--- config.mk ---
export PLATFORM = sky130hd
export DESIGN_NAME = inst_mem_loader
export DESIGN_NICKNAME = d
export VERILOG_FILES = /design/src/rtl/inst_mem_loader.sv
export SDC_FILE = /design/constraint.sdc
export NUM_CORES = 1
export LEC_CHECK = 0
export ABC_AREA = 1
export BUFFER_PORTS_ARGS = -buffer_cell sky130_fd_sc_hd__buf_2
export CELL_PAD_IN_SITES_DETAIL_PLACEMENT = 0
export CELL_PAD_IN_SITES_GLOBAL_PLACEMENT = 1
export CORE_MARGIN = 3
export CORE_UTILIZATION = 34
export DETAILED_ROUTE_END_ITERATION = 7
export GPL_TIMING_DRIVEN = 0
export HOLD_SLACK_MARGIN = 0.15
export PLACE_DENSITY = 0.73
export SKIP_CTS_REPAIR_TIMING = 1
export SYNTH_ARGS = -nofsm -noshare
export SYNTH_HDL_FRONTEND = slang
export SYNTH_SLANG_ARGS = --single-unit
--- constraint.sdc ---
create_clock -name clock -period 2.4 [get_ports clock]
set_input_delay 0.24 -clock clock [delete_from_list [all_inputs] [get_ports clock]]
set_output_delay 0.24 -clock clock [all_outputs]
set_load 0.05 [all_outputs]
--- src/rtl/inst_mem_loader.sv ---
// inst_mem_loader: streams 32-bit instruction words arriving over a valid/ready
// handshake into a byte-wide memory write port, little-endian, starting at
// BASE_ADDR. Holds busy high while a load runs so the core can be kept in reset.
// A word whose last byte would land past MEM_BYTES-1 is refused before any of
// its bytes are written, and the load ends in a sticky error.
// Optional build macro: LOADER_CHECKSUM_EN adds a running 32-bit modular sum
// of all accepted words on the checksum output; without it checksum is zero.
module inst_mem_loader #(
   parameter int unsigned MEM_BYTES = 32,
   parameter int unsigned BASE_ADDR = 4,
   parameter int unsigned CNT_W     = 8
) (
   input  logic             clock,
   input  logic             reset,
   input  logic             start,
   input  logic [CNT_W-1:0] num_words,
   input  logic             word_valid,
   input  logic [31:0]      word_data,
   output logic             word_ready,
   output logic             wr_en,
   output logic [31:0]      wr_addr,
   output logic [7:0]       wr_data,
   output logic             busy,
   output logic             done,
   output logic             error,
   output logic [31:0]      checksum
);

   typedef enum logic [2:0] {
      S_IDLE,
      S_WAIT_WORD,
      S_WRITE,
      S_DONE,
      S_ERR
   } state_t;

   localparam logic [31:0] LP_BASE = 32'(BASE_ADDR);
   localparam logic [31:0] LP_LAST = 32'(MEM_BYTES - 1);

   state_t           r_state;
   state_t           w_next_state;
   logic [31:0]      r_addr;
   logic [CNT_W-1:0] r_words_left;
   logic [31:0]      r_word;
   logic [1:0]       r_byte_idx;
   logic             r_error;

   logic             w_overflow;
   logic             w_start_acc;
   logic             w_xfer;
   logic             w_last_byte;

   // A whole word must fit below the end of memory before it is accepted.
   assign w_overflow  = (r_addr + 32'd3) > LP_LAST;
   assign w_last_byte = (r_byte_idx == 2'd3);

   // State register.
   always_ff @(posedge clock) begin
      // NOTE: non-blocking assignments so every register samples pre-edge values.
      if (!reset) r_state <= S_IDLE;
      else        r_state <= w_next_state;
   end

   // Next-state decode and Moore/handshake outputs.
   always_comb begin
      // NOTE: every output gets a default first, so no branch can infer a latch.
      w_next_state = r_state;
      w_start_acc  = 1'b0;
      w_xfer       = 1'b0;
      word_ready   = 1'b0;
      wr_en        = 1'b0;
      wr_addr      = 32'd0;
      wr_data      = 8'd0;
      busy         = 1'b0;
      done         = 1'b0;
      case (r_state)
         S_IDLE: begin
            if (start) begin
               w_start_acc  = 1'b1;
               w_next_state = (num_words == '0) ? S_DONE : S_WAIT_WORD;
            end
         end
         S_WAIT_WORD: begin
            busy = 1'b1;
            if (w_overflow) begin
               w_next_state = S_ERR;
            end else begin
               word_ready = 1'b1;
               if (word_valid) begin
                  w_xfer       = 1'b1;
                  w_next_state = S_WRITE;
               end
            end
         end
         S_WRITE: begin
            busy    = 1'b1;
            wr_en   = 1'b1;
            wr_addr = r_addr;
            wr_data = r_word[{r_byte_idx, 3'b000} +: 8];
            if (w_last_byte) begin
               w_next_state = (r_words_left == CNT_W'(1)) ? S_DONE : S_WAIT_WORD;
            end
         end
         S_DONE: begin
            done         = 1'b1;
            w_next_state = S_IDLE;
         end
         S_ERR: begin
            w_next_state = S_IDLE;
         end
         default: begin
            w_next_state = S_IDLE;
         end
      endcase
   end

   // Load datapath: address, word counter, captured word, byte index, sticky error.
   always_ff @(posedge clock) begin
      if (!reset) begin
         r_addr       <= 32'd0;
         r_words_left <= '0;
         r_word       <= 32'd0;
         r_byte_idx   <= 2'd0;
         r_error      <= 1'b0;
      end else begin
         if (w_start_acc) begin
            r_addr       <= LP_BASE;
            r_words_left <= num_words;
            r_error      <= 1'b0;
         end
         if (w_xfer) begin
            r_word     <= word_data;
            r_byte_idx <= 2'd0;
         end
         if (r_state == S_WRITE) begin
            r_addr     <= r_addr + 32'd1;
            r_byte_idx <= r_byte_idx + 2'd1;
            if (w_last_byte) r_words_left <= r_words_left - CNT_W'(1);
         end
         if ((r_state == S_WAIT_WORD) && w_overflow) r_error <= 1'b1;
      end
   end

   assign error = r_error;

`ifdef LOADER_CHECKSUM_EN
   logic [31:0] r_checksum;

   // Running modular sum of accepted words; survives DONE/ERR until next start.
   always_ff @(posedge clock) begin
      if (!reset)           r_checksum <= 32'd0;
      else if (w_start_acc) r_checksum <= 32'd0;
      else if (w_xfer)      r_checksum <= r_checksum + word_data;
   end

   assign checksum = r_checksum;
`else
   assign checksum = 32'd0;
`endif

endmodule

==> results.toml, run 1 <==
[timing]
min_period_ns = 2.68
final.setup_skew_ns = 0.00712
finalSetupViolCount = 33
timing.final.crit_share = 1.12
grt_setup_unrepaired = "true"
timing.final.hold_violations = 0
max-slew-margin-rel = 0.541
fmax_ghz = 0.373
final_max_slew_viol_count = 0
tightestPinTransition_ns = 0.689
fin_ws_ns = -0.282

[floorplanning]
die-area_um2 = 16800
ios = 121
core_um2 = 14800
row_count = 44
die_x_um = 130
die_h_um = 130
start_util = 0.352

[cts]
cts_buffer_depth = 2
cts_sinks = 78
numCtsBuffers = 9
root_buffer = "clkbuf_16"
clkTransAtPathRegs_ns = 0.06
cts_max_level = 3
clock_latency_ns = 0.35
cts_tree = "built"

[routing]
wl_per_cell_um = 14.8
ant_nets = 0
dr_total_vias = 5718
drt_pass1_iterations = 5
drt-vias-per-instance = 4.82
routed_wl_mm = 17.6
drt-initial-drc-count = 312
post-route-drc-count = 0

[grt]
grt_pass1_wl_mm = 26.6
antenna_found_initial = 1
overflow = 0
grt_usage = 0.206
grt_pass1_vias = 5066
grt_max_degree = 14

[worst_setup_path]
crit_fanout = 6
arrival_ns = 2.44
endpoint_kind = "output pin"
critPathKind = "reg2out"
start_kind = "register"
required_ns = 2.16

[placed_design]
io_buffer_count = 87
pre_cts_ws_ns = -0.910
dp.cells = 1136
place_hpwl_mm = 13.1
gp_congestion = 0.898

[synthesis]
syn_area_um2 = 5190
synth_flop_cell = "dfxtp_1"
async_reset_ff_frac = 0
synth.distinct_cells = 41
synth-edff-count = 0
syn_area_per_cell_um2 = 6.23
yosys_warnings = 0
ys_ff_latch = 78
yosysSeqAreaShare = 0.301
synthCells = 834

[run_status]
violations = "negative setup slack"
status = "complete, but fails checks"

[layout]
final_cell_mix = "nand2_1 (152), nor2_1 (125), inv_1 (83)"
layout_commonest_cell = "nand2_1"
drive_gt1_frac = 0.333
area_delta_synth_final_pct = 39.8
final-instance-count-excl-fill = 1187
diodes = 0
fillers = 1574
finalNetCount = 1048

[pwr]
intPower_mw = 3.07
p_sw_mw = 2.21
seq_power_share = 0.301
clockPowerShare = 0.267
p_per_area_nw_per_um2 = 727
leakagePower_nw = 3.14
switching_share = 0.418
comb_power_share = 0.432
ir_drop_uv = 506

[min_path]
worstHoldPathType = "in2reg"

[flow_run]
maxCapViolCount = 0
-- final timing paths --
path              slack (ns)    endpoint    startpoint  cells after the start
setup / recovery       -0.28  word_ready    r_addr[22]                     13
hold / removal          0.11   r_word[9]  word_data[9]                      3
setup reg to reg       -0.19   r_word[3]    r_addr[22]                     16
hold reg to reg         0.47       error         error                      2
-- power groups by stage --
| stage | Clock, mW | Combinational (mW) | Sequential [mW] |
|---|---|---|---|
| 6_report | 1.41 | 2.28 | 1.59 |
| 5_1_grt | 1.50 | 2.50 | 1.61 |
| 4_1_cts | 1.45 | 1.88 | 1.57 |
| 3_5_place_dp | 0 | 1.88 | 1.60 |
| 3_3_place_gp | 0 | 1.88 | 1.60 |
| 2_1_floorplan | 0 | 1.39 | 1.57 |
-- cell type report --
cell class | instances | area (µm²) | share of cell area
clock buffers | 13 | 280 | 0.0386
multi-input cells | 631 | 3400 | 0.469
inverters | 96 | 370 | 0.0510
clock inverters | 3 | 25.0 | 0.00345
flip-flops and latches | 78 | 1600 | 0.220
plain buffers | 59 | 447 | 0.0615
well taps | 184 | 230 | 0.0317
repair buffers | 123 | 905 | 0.125
-- registers in the layout, summed over array words and instances, names as in the netlist --
name / count
r_byte_idx: 2
error: 1
r_word: 32
r_words_left: 8
r_addr: 32
r_state: 3
-- per-layer routing --
metal  track usage  vias up  wire, µm
met2         0.346      177      8610
met1         0.267     2567      7480
met3        0.0482       24      1150
li1              -     2948         -
met5             0        -         8
met4        0.0489        2       344
-- stage by stage --
step	hold slack (ns)	power, mW	utilization	cell area, µm²	setup TNS [ns]
finish	0.114	5.28	0.492	7260	-4.39
floorplan	0.368	2.96	-	5360	-1.16
global placement	0.456	3.48	0.408	6020	-45.18
detailed placement	0.467	3.48	0.408	6020	-48.56
global route	0.142	5.61	0.492	7260	-11.49
CTS	0.108	4.91	0.429	6330	-66.40
-- worst max-delay path, cell delays in order (launching register included) --
cell and delay, ns:
dfxtp_1 0.44, nand2_1 0.11, nor2_1 0.18, nand2_1 0.15, nor2_2 0.18, nand3_1 0.08
nand2_1 0.12, nand2_1 0.07, nor2_1 0.09, nand2_1 0.09, nor2_4 0.18, nand3_4 0.14
inv_2 0.11, buf_8 0.14
-- cell usage after synthesis, types with 2 or more instances --
cell | instances | area (µm²)
a211oi_1 | 5 | 37.5
a21oi_1 | 25 | 125
a221oi_1 | 5 | 43.8
a22oi_1 | 3 | 22.5
a311oi_1 | 2 | 17.5
a31oi_1 | 3 | 18.8
a32oi_1 | 2 | 17.5
buf_4 | 33 | 248
buf_6 | 6 | 67.6
clkbuf_1 | 20 | 75.1
clkinv_1 | 5 | 18.8
dfxtp_1 | 78 | 1560
ha_1 | 6 | 75.1
inv_1 | 88 | 330
inv_2 | 3 | 11.3
nand2_1 | 166 | 623
nand2_2 | 2 | 12.5
nand3_1 | 36 | 180
nand4_1 | 6 | 37.5
nor2_1 | 166 | 623
nor2_2 | 40 | 250
nor2_4 | 4 | 45.0
nor3_1 | 17 | 85.1
nor4_1 | 4 | 25.0
o211ai_1 | 4 | 30.0
o21ai_0 | 44 | 220
o21ai_1 | 33 | 165
o22ai_1 | 5 | 31.3
o31ai_1 | 5 | 37.5
or2_2 | 3 | 18.8
xor2_1 | 5 | 43.8
-- cells by family (layout without fill, tap and decap cells) --
group,after synthesis,after routing,share of synthesized area
compound gates,141,141,0.156
xor+xnor,5,5,0.00843
fa+ha+maj,6,6,0.0145
buf+inv,156,294,0.145
flops,78,78,0.301
other cells,1,32,0.000722
simple gates,447,447,0.375
No activity file was read; power rests on OpenSTA's default activity.
==> inputs of run 2 (changes only) <==
--- a/config.mk
+++ b/config.mk
@@ -7,14 +7,13 @@
 export LEC_CHECK = 0
 export ABC_AREA = 1
 export BUFFER_PORTS_ARGS = -buffer_cell sky130_fd_sc_hd__buf_2
-export CELL_PAD_IN_SITES_DETAIL_PLACEMENT = 0
-export CELL_PAD_IN_SITES_GLOBAL_PLACEMENT = 1
 export CORE_MARGIN = 3
-export CORE_UTILIZATION = 34
+export CORE_UTILIZATION = 35
 export DETAILED_ROUTE_END_ITERATION = 7
 export GPL_TIMING_DRIVEN = 0
 export HOLD_SLACK_MARGIN = 0.15
-export PLACE_DENSITY = 0.73
+export PLACE_DENSITY = 0.54
+export REMOVE_ABC_BUFFERS = 1
 export SKIP_CTS_REPAIR_TIMING = 1
 export SYNTH_ARGS = -nofsm -noshare
 export SYNTH_HDL_FRONTEND = slang
==> results.toml, run 2 (synthesis gave the netlist of run 1 again) <==
[run_status]
status = "complete, but fails checks"
violations = "negative setup slack"

[routing]
drt-initial-drc-count = 252
drt-vias-per-instance = 4.73
drt_pass1_iterations = 5
dr_total_vias = 5390
ant_nets = 0
wl_per_cell_um = 14.1
routed_wl_mm = 16.0
post-route-drc-count = 0

[grt]
antenna_found_initial = 0
grt_usage = 0.182
overflow = 0
grt_max_degree = 55
grt_pass1_vias = 4872
grt_pass1_wl_mm = 24.1

[worst_setup_path]
required_ns = 2.16
timing.reg2reg.setup_slack_ns = -0.14
r2r_end = "r_word[3]"
critPathKind = "reg2out"
r2r_cells = 19
startpoint = "r_addr[1]"
crit_path_end = "word_ready"
crit_fanout = 4
arrival_ns = 2.38
endpoint_kind = "output pin"
timing.rr.start = "r_addr[1]"
start_kind = "register"

[cts]
cts_tree = "built"
cts_sinks = 78
cts_buffer_depth = 2
cts_max_level = 3
numCtsBuffers = 9
clkTransAtPathRegs_ns = 0.06
root_buffer = "clkbuf_16"
clock_latency_ns = 0.35

[floorplanning]
start_util = 0.366
row_count = 43
ios = 121
die-area_um2 = 16300
die_h_um = 128
die_x_um = 128
core_um2 = 14200

[timing]
grt_setup_unrepaired = "true"
tightestPinTransition_ns = 1.17
finalSetupViolCount = 33
timing.final.crit_share = 1.09
fin_ws_ns = -0.219
max-slew-margin-rel = 0.221
whs_ns = 0.112
min_period_ns = 2.62
fmax_ghz = 0.382
final_max_slew_viol_count = 0
timing.final.hold_violations = 0
final.setup_skew_ns = 0.00830

[layout]
final-instance-count-excl-fill = 1139
final_cell_mix = "nor2_1 (144), nand2_1 (144), buf_2 (84)"
final_cell_area_um2 = 6770
drive_gt1_frac = 0.286
area_delta_synth_final_pct = 30.4
fillers = 1505
reg_top3 = "r_addr (32), r_word (32), r_words_left (8)"
diodes = 0
finalNetCount = 1004

[placed_design]
pre_cts_ws_ns = -1.07
place_area_um2 = 5620
gp_congestion = 0.904
io_buffer_count = 88
dp.cells = 1075
place_hpwl_mm = 10.7

[flow_run]
maxCapViolCount = 0

[pwr]
power_mw = 5.01
leakagePower_nw = 2.97
p_per_area_nw_per_um2 = 739
ir_drop_uv = 353

[min_path]
worstHoldPathType = "in2reg"
min_from = "word_data[26]"
-- run 2: how the worst min path moves through the flow --
stage	to	slack [ns]	cells after the start
2_1_floorplan	r_addr[16]	0.34	2
4_1_cts	r_word[31]	0.11	3
3_3_place_gp	error	0.46	2
6_report	r_word[26]	0.11	3
3_5_place_dp	error	0.46	2
5_1_grt	r_word[4]	0.15	3
-- run 2: final cells by class --
type	instances	area, µm²	share of cell area
Multi-Input combinational cell	633	3320	0.490
Sequential cell	78	1610	0.237
Timing Repair Buffer	133	906	0.134
Inverter	96	383	0.0565
Clock buffer	10	229	0.0338
Tap cell	180	225	0.0333
Clock inverter	6	70.1	0.0103
Timing Repair inverter	3	32.5	0.00480
-- run 2: per-layer routing --
| metal | routed length, µm | up-vias | GRT usage |
|---|---|---|---|
| met2 | 7550 | 122 | 0.293 |
| met3 | 805 | 10 | 0.0363 |
| met5 | 0 | - | 0 |
| met1 | 7470 | 2387 | 0.246 |
| met4 | 221 | 0 | 0.0587 |
| li1 | - | 2871 | - |
-- run 2: report_power, final --
| group | internal (mW) | switching, mW |
|---|---|---|
| Combinational | 0.622 | 1.33 |
| Sequential | 1.48 | 0.155 |
| Clock | 0.817 | 0.612 |
-- run 2: critical path: stages (launching register included) --
cell      delay [ns]
dfxtp_2         0.36
inv_2           0.06
ha_4            0.16
nor2_4          0.16
nand2_4         0.08
nor2_4          0.15
nand2_1         0.10
nand2_2         0.08
nand2_1         0.05
clkinv_1        0.04
nand2_1         0.04
nor2_1          0.09
nand2_1         0.09
nor2_4          0.16
nand3_4         0.14
inv_2           0.11
buf_8           0.14
-- run 2: stage by stage --
stage,setup TNS (ns),utilization
after floorplan,-98.17,-
after global placement,-146.13,0.393
after detailed placement,-49.01,0.396
after CTS,-46.16,0.417
after global routing,-10.00,0.477
final,-3.37,0.477
